**src/rtl/vec_pkg.sv**
```systemverilog
// Shared definitions for the vector element sequencer: default maximum
// vector length, width helpers and the sequencer state encoding.
package vec_pkg;

    localparam int MVL_DEFAULT = 16;

    // Number of bits needed to index n items (ceil(log2(n))).
    function automatic int vec_clog2(input int n);
        int r;
        int v;
        r = 0;
        v = n - 1;
        while (v > 0) begin
            r = r + 1;
            v = v >> 1;
        end
        return r;
    endfunction

    // Width of a vector-length value able to hold 0..mvl inclusive.
    function automatic int vl_width(input int mvl);
        return vec_clog2(mvl) + 1;
    endfunction

    typedef enum logic [1:0] {
        IDLE = 2'd0,
        RUN  = 2'd1,
        FIN  = 2'd2
    } state_t;

endpackage

```
**src/rtl/vl_elem_counter.sv**
```systemverilog
// Element index register with load-zero / increment and the last-element
// compare against the captured vector length.
module vl_elem_counter
    import vec_pkg::*;
#(
    parameter int VLW = vl_width(MVL_DEFAULT),
    parameter int IW  = vec_clog2(MVL_DEFAULT)
) (
    input  logic           clk,
    input  logic           rst,
    input  logic           clr,
    input  logic           adv,
    input  logic [VLW-1:0] vl_snap,
    output logic [IW-1:0]  idx,
    output logic           last
);

    // Index register: cleared on a new sequence, stepped on each accepted element.
    always_ff @(posedge clk or posedge rst) begin
        if (rst) begin
            idx <= '0;
        end else if (clr) begin
            idx <= '0;
        end else if (adv) begin
            idx <= idx + IW'(1);
        end
    end

    // Compare idx+1 against vl_snap so a zero length never underflows.
    always_comb begin
        last = ((VLW'(idx) + VLW'(1)) == vl_snap);
    end

endmodule

```
**src/rtl/vl_elem_seq.sv**
```systemverilog
// Vector element sequencer: on a start handshake it snapshots the vector
// length and offers element indices 0..vl-1 downstream with valid/ready,
// then pulses done.
//
//   state | meaning
//   ------+---------------------------------------------------------
//   IDLE  | waiting for start; start_ready = !abort
//   RUN   | offering elem_idx downstream, advancing on each handshake
//   FIN   | one-cycle done pulse, then back to IDLE
module vl_elem_seq
    import vec_pkg::*;
#(
    parameter int MVL = MVL_DEFAULT,
    parameter int VLW = vl_width(MVL),
    parameter int IW  = vec_clog2(MVL)
) (
    input  logic           clk,
    input  logic           rst,
    input  logic [VLW-1:0] vlr,
    input  logic           start_valid,
    output logic           start_ready,
    input  logic           abort,
    output logic           elem_valid,
    input  logic           elem_ready,
    output logic [IW-1:0]  elem_idx,
    output logic           elem_last,
    output logic           busy,
    output logic           done
);

    state_t         state;
    state_t         state_nxt;
    logic [VLW-1:0] vl_snap;
    logic [VLW-1:0] vl_cap;
    logic           start_hs;
    logic           cnt_adv;
    logic           cnt_last;
    logic [IW-1:0]  cnt_idx;

    assign vl_cap   = (vlr > VLW'(MVL)) ? VLW'(MVL) : vlr;
    assign start_hs = start_valid && start_ready;

    vl_elem_counter #(
        .VLW (VLW),
        .IW  (IW)
    ) u_cnt (
        .clk     (clk),
        .rst     (rst),
        .clr     (start_hs),
        .adv     (cnt_adv),
        .vl_snap (vl_snap),
        .idx     (cnt_idx),
        .last    (cnt_last)
    );

    // State register.
    always_ff @(posedge clk or posedge rst) begin
        if (rst) begin
            state <= IDLE;
        end else begin
            state <= state_nxt;
        end
    end

    // Vector length snapshot, frozen for the whole sequence.
    always_ff @(posedge clk or posedge rst) begin
        if (rst) begin
            vl_snap <= '0;
        end else if (start_hs) begin
            vl_snap <= vl_cap;
        end
    end

    // Next state and outputs; abort wins over everything and suppresses done.
    always_comb begin
        state_nxt   = state;
        start_ready = 1'b0;
        elem_valid  = 1'b0;
        elem_idx    = '0;
        elem_last   = 1'b0;
        busy        = 1'b0;
        done        = 1'b0;
        cnt_adv     = 1'b0;
        case (state)
            IDLE: begin
                start_ready = !abort;
                if (start_valid && !abort) begin
                    state_nxt = (vl_cap == '0) ? FIN : RUN;
                end
            end
            RUN: begin
                elem_valid = 1'b1;
                busy       = 1'b1;
                elem_idx   = cnt_idx;
                elem_last  = cnt_last;
                if (abort) begin
                    state_nxt = IDLE;
                end else if (elem_ready) begin
                    if (cnt_last) begin
                        state_nxt = FIN;
                    end else begin
                        cnt_adv = 1'b1;
                    end
                end
            end
            FIN: begin
                busy      = 1'b1;
                done      = !abort;
                state_nxt = IDLE;
            end
            default: begin
                state_nxt = IDLE;
            end
        endcase
    end

endmodule

```
**config.mk**
```make
export PLATFORM = sky130hd
export DESIGN_NAME = vl_elem_seq
export DESIGN_NICKNAME = d
export VERILOG_FILES = /design/src/rtl/vec_pkg.sv /design/src/rtl/vl_elem_counter.sv /design/src/rtl/vl_elem_seq.sv
export SDC_FILE = /design/constraint.sdc
export NUM_CORES = 1
export LEC_CHECK = 0
export ABC_AREA = 0
export BUFFER_PORTS_ARGS = -buffer_cell sky130_fd_sc_hd__buf_4
export CAP_MARGIN = 20
export CORE_MARGIN = 1.5
export CORE_UTILIZATION = 54
export DETAILED_ROUTE_END_ITERATION = 12
export PLACE_DENSITY = 0.87
export SKIP_CTS_REPAIR_TIMING = 1
export SYNTH_ARGS = -nofsm -noshare
export SYNTH_HDL_FRONTEND = slang
export SYNTH_SLANG_ARGS = --single-unit
```
**constraint.sdc**
```tcl
create_clock -name clk -period 6.3 [get_ports clk]
set_clock_uncertainty 0.2 [all_clocks]
set_input_delay 0.63 -clock clk [delete_from_list [all_inputs] [get_ports clk]]
set_output_delay 0.63 -clock clk [all_outputs]
set_load 0.005 [all_outputs]
```
### Word level (Yosys, flattened, before mapping)

Index checks and enable logic that the tools add are counted.

* word-level logic and storage cells: 39
* output and inout port bits: 9
* register bits after elaboration: 11
* input bits: 10

* $add $sub $neg: 2
* magnitude comparators: 1
* reduce and logical (&&, ||, !) cells: 8
* multiplexer cells: 19
* equality and inequality tests: 6

Operators by type and width (number)
* 2-to-1 mux 4 bit: 3
* 2-to-1 mux 2 bit: 5
* 2-to-1 mux 1 bit: 9
* inequality test 3 bit, second input constant: 2
* adder 4 x 1 -> 5 bit, second input constant: 1
* == test 5 bit: 1
* > comparator 5 bit, second input constant: 1
* zero test 5 bit: 1
* 2-to-1 mux 5 bit: 1
* adder 4 x 1 -> 4 bit, second input constant: 1
* one-hot mux 2 bit (2 select lines): 1
* AND reduction 3 bit: 1
* == test 2 x 1 -> 1 bit, second input constant: 1
* == test 2 bit, second input constant: 1
* logical AND 1 bit: 2
* zero test 2 bit: 1
* inequality test 2 bit, second input constant: 1
* nonzero test 2 bit: 1
* OR reduction 2 bit: 1
* zero test 1 bit: 1

### Longest topological paths before layout

* depth after elaboration: 8
* gate-level depth with buffers: 8
* mapped depth without buffers: 7

### Modules after synthesis

Synthesis repeated with hierarchy kept, for this count alone.

* cell total of the unflattened synthesis: 76
* area, all modules: 745.7 um^2

Modules (own cells, without submodules)
* vl_elem_seq: seq. area each 175.2 um^2, times used 1, cells each 50, area each 476.7 um^2
* vl_elem_counter: seq. area each 100.1 um^2, times used 1, cells each 26, area each 269.0 um^2

### Worst setup path before layout

Ideal clock, no wire load.

* kind: reg2out
* start point: register u_cnt.idx[0]
* end point: output elem_last
* data required time: 5470 ps
* cell stages (with the launch flop): 6
* path slack: 3909 ps
* arrival time: 1561 ps
* buffers on the path: 0
* cells stage by stage: dfrtp_1 ha_1 xnor2_1 o211ai_2 a211oi_4 and2_1

* cells in the longest elaborated chain, start to end: 3

RTL lines
* start, declared: RTL line vl_elem_counter.sv:14 `output logic [IW-1:0] idx,`
* start signal, assigned: RTL line vl_elem_counter.sv:25 `idx <= idx + IW'(1);`
* adder 4 x 1 -> 5 bit: RTL line vl_elem_counter.sv:31 `last = ((VLW'(idx) + VLW'(1)) == vl_snap);`
* == test 5 bit: RTL line vl_elem_counter.sv:31
* 2-to-1 mux 1 bit: RTL line vl_elem_seq.sv:84 `case (state)`
* end, declared: RTL line vl_elem_seq.sv:26 `output logic elem_last,`

No other way between the ends.

### Worst setup path after layout

Ends and elaborated chain as after synthesis.

==> impl_summary.txt <==
----------------------------------------------------
[Outcome]
  Outcome ... finished, final reports clean

[Die]
  Die Area ... 0.001646 sq mm
  Core footprint ... 0.001301 sq mm
  Effective utilization at floorplan ... 0.5856
  Die Y ... 40.57 microns
  Number of placed I/O pins ... 19
  Die W ... 40.57 microns
  Row count ... 13

[Critical path]
  Number of cells on the worst reg-to-reg path ... 6
  Reg-to-reg critical path endpoint ... state[1]
  Flop-to-flop setup slack ... 3960 ps
  Critical path launch point type ... register
  Crit end category ... primary output
  Crit-path max FO ... 9
  Setup Crit Path Kind ... register to primary output
  Launching element of the worst setup path ... u_cnt.idx[0]
  CP Data Arrival Time ... 2100 ps
  Launch point of the worst reg-to-reg path ... u_cnt.idx[0]
  Data required time of the critical path ... 5470 ps

[Timing]
  Final number of setup-violating endpoints ... 0
  Final max-slew violation count ... 0
  Slew at the pin closest to its max-slew limit ... 422.2 ps
  Hold Fails Final Rpt ... 0
  Share of the clock period used by the worst path ... 0.4657
  Highest achievable clock rate ... 0.3409 GHz
  Final min period ... 2934 ps
  RSZ-0062 raised after global routing ... no
  Remaining max-slew budget at the tightest pin ... 0.7182
  Setup Total Neg Slack ... 0 ps

[Global route]
  Global route total overflow ... 0
  Number of antenna violations at the first check in global routing ... 0
  Gr usage total ... 0.2289
  Number of global-route vias before repair ... 607
  Largest net degree at the start of global routing ... 14
  Wire length of the first global-routing pass ... 2456 microns

[Worst hold path]
  Class of the tightest hold or removal check ... input pin to asynchronous set/reset pin

[CTS]
  Clock insertion delay at the later pin of the skew report ... 260 ps
  Clock edge transition at the registers on the reported setup and hold paths ... 70 ps
  Sinks on the clock net ... 11
  Root buffer cell ... clkbuf_4
  Number of levels in the clock H-tree ... 1
  TritonCTS clock tree ... built
  Maximum count of clock buffers along a single path ... 2
  TritonCTS Buffers ... 3

[Detailed routing]
  Vias per Instance ... 5.429
  DRC errors left ... 0
  Vias ... 646
  Overall routed net length ... 1591 microns
  Routed len/inst ... 13.37 microns
  First-iteration detailed-routing DRC count ... 17
  Number of iterations in the first detailed-routing pass ... 4
  Post-detailed-route count of antenna-violating nets ... 0

[Cells and area]
  Share of layout cells above drive strength 1 ... 0.2596
  Number of filler cells placed in the layout ... 112
  Number of antenna repair diodes ... 0
  Area growth from synthesis to layout ... 23.15%
  Number of nets in the finished design ... 119

[Power]
  Power, Total ... 0.3950 mW
  Total power per unit cell area ... 420.9 mW/mm^2
  Static leakage ... 0.4430 nW
  IR Drop Worst-Case VDD ... 0.2293 mV

[Synth]
  Post-Syn Nets ... 97
  Number of flip-flops and latches in the synthesized netlist ... 11
  Synth Area per Inst ... 9.180 sq um
  Synth unique cells ... 30
  Synth Cell Area ... 762.0 sq um
  Synth warn ... 0
  Fraction of the yosys area taken by sequential cells ... 0.3612
  Post-synthesis cell count ... 83

[Run]
  Max-cap viol count ... 0

[Placement]
  Buffers added on ports ... 18
  Detailed-placement wirelength estimate ... 1284 microns
  Placer's final routability congestion estimate ... 0.7527

----------------------------------------------------
## through the flow
step	setup WS, ps	instances	utilization	area (sq um)	hold WS, ps
6_report	3366	119	0.7212	938.4	159.1
5_1_grt	3278	119	0.7212	938.4	197.2
4_1_cts	3368	119	0.7212	938.4	165.1
3_5_place_dp	3656	115	0.7010	912.1	303.4
3_3_place_gp	3742	115	0.7010	912.1	292.2
2_1_floorplan	3909	83	-	762.0	268.9
## how the worst max path moves through the flow
stage | to | slack [ps] | depth (start not counted)
6_report | elem_last | 3370 | 6
5_1_grt | elem_last | 3280 | 6
4_1_cts | elem_last | 3370 | 6
3_5_place_dp | elem_last | 3660 | 6
3_3_place_gp | elem_last | 3740 | 6
2_1_floorplan | elem_last | 3910 | 5
## critical path, stage by stage, from the launching register on
cell and delay [ps]:
dfrtp_1 440, ha_1 360, xnor2_1 220, o211ai_2 130, a211oi_4 400, and2_1 180, buf_4 100
## power by group
group / switching [mW] / internal (mW)
clock network: 0.0218 / 0.0244
logic: 0.115 / 0.103
registers: 0.0308 / 0.0992
total: 0.168 / 0.227
## cell usage in the layout (no fill, tap or decap), types with 2 or more instances in the layout
cell	instances
xnor2_1	3
inv_1	4
dfrtp_1	11
o31ai_1	3
or4_1	2
buf_4	18
nand2b_1	7
and2_1	6
nand2_1	10
clkbuf_4	3
mux2i_1	2
nor2_1	4
a21oi_1	3
ha_1	4
xor2_1	2
o21ai_0	6
## Yosys cell counts, drive strengths merged
cell type / n / area (sq um)
dfrtp: 11 / 275.3
nand2: 10 / 37.54
o21ai: 8 / 43.79
nand2b: 7 / 43.79
and2: 6 / 37.54
a21oi: 4 / 23.77
ha: 4 / 50.05
inv: 4 / 15.01
nor2: 4 / 15.01
o31ai: 3 / 22.52
xnor2: 3 / 26.28
mux2i: 2 / 20.02
o211ai: 2 / 20.02
or4: 2 / 15.01
xor2: 2 / 17.52
a211oi: 1 / 20.02
and4b: 1 / 10.01
clkbuf: 1 / 3.750
mux2: 1 / 15.01
nand3: 1 / 10.01
nand3b: 1 / 7.510
nor2b: 1 / 6.260
nor3: 1 / 5.000
nor3b: 1 / 7.510
or2b: 1 / 7.510
or3: 1 / 6.260
## logic make-up after synthesis
family | after synthesis | synth area share
buffers and inverters | 5 | 0.02462
xor gates and xnor gates | 5 | 0.05748
adders and majority gates | 4 | 0.06568
AOI/OAI and AO/OA | 18 | 0.1708
DFF | 11 | 0.3612
muxes | 3 | 0.04597
and+or+nand+nor | 37 | 0.2742
## final cells by class
type | count | area (sq um) | share of cell area
inverter | 4 | 15.01 | 0.01600
clock buffer | 4 | 26.28 | 0.02800
tap | 15 | 18.77 | 0.02000
timing repair buffer | 18 | 135.1 | 0.1440
sequential | 11 | 275.3 | 0.2933
multi-input combinational | 67 | 467.9 | 0.4987
## layer usage
layer / wire length, microns / part of all wire / GRT usage
met1: 707 / 0.44 / 0.2768
met2: 800 / 0.50 / 0.4087
met3: 77 / 0.048 / 0.02778
met4: 5 / 0.0031 / 0.08333
met5: 0 / 0 / 0
## flip-flops by register name, summed over array words and instances (netlist names)
name / cells
u_cnt.idx: 4
vl_snap: 5
state: 2
Note: power is estimated with default switching activity, not from simulation.
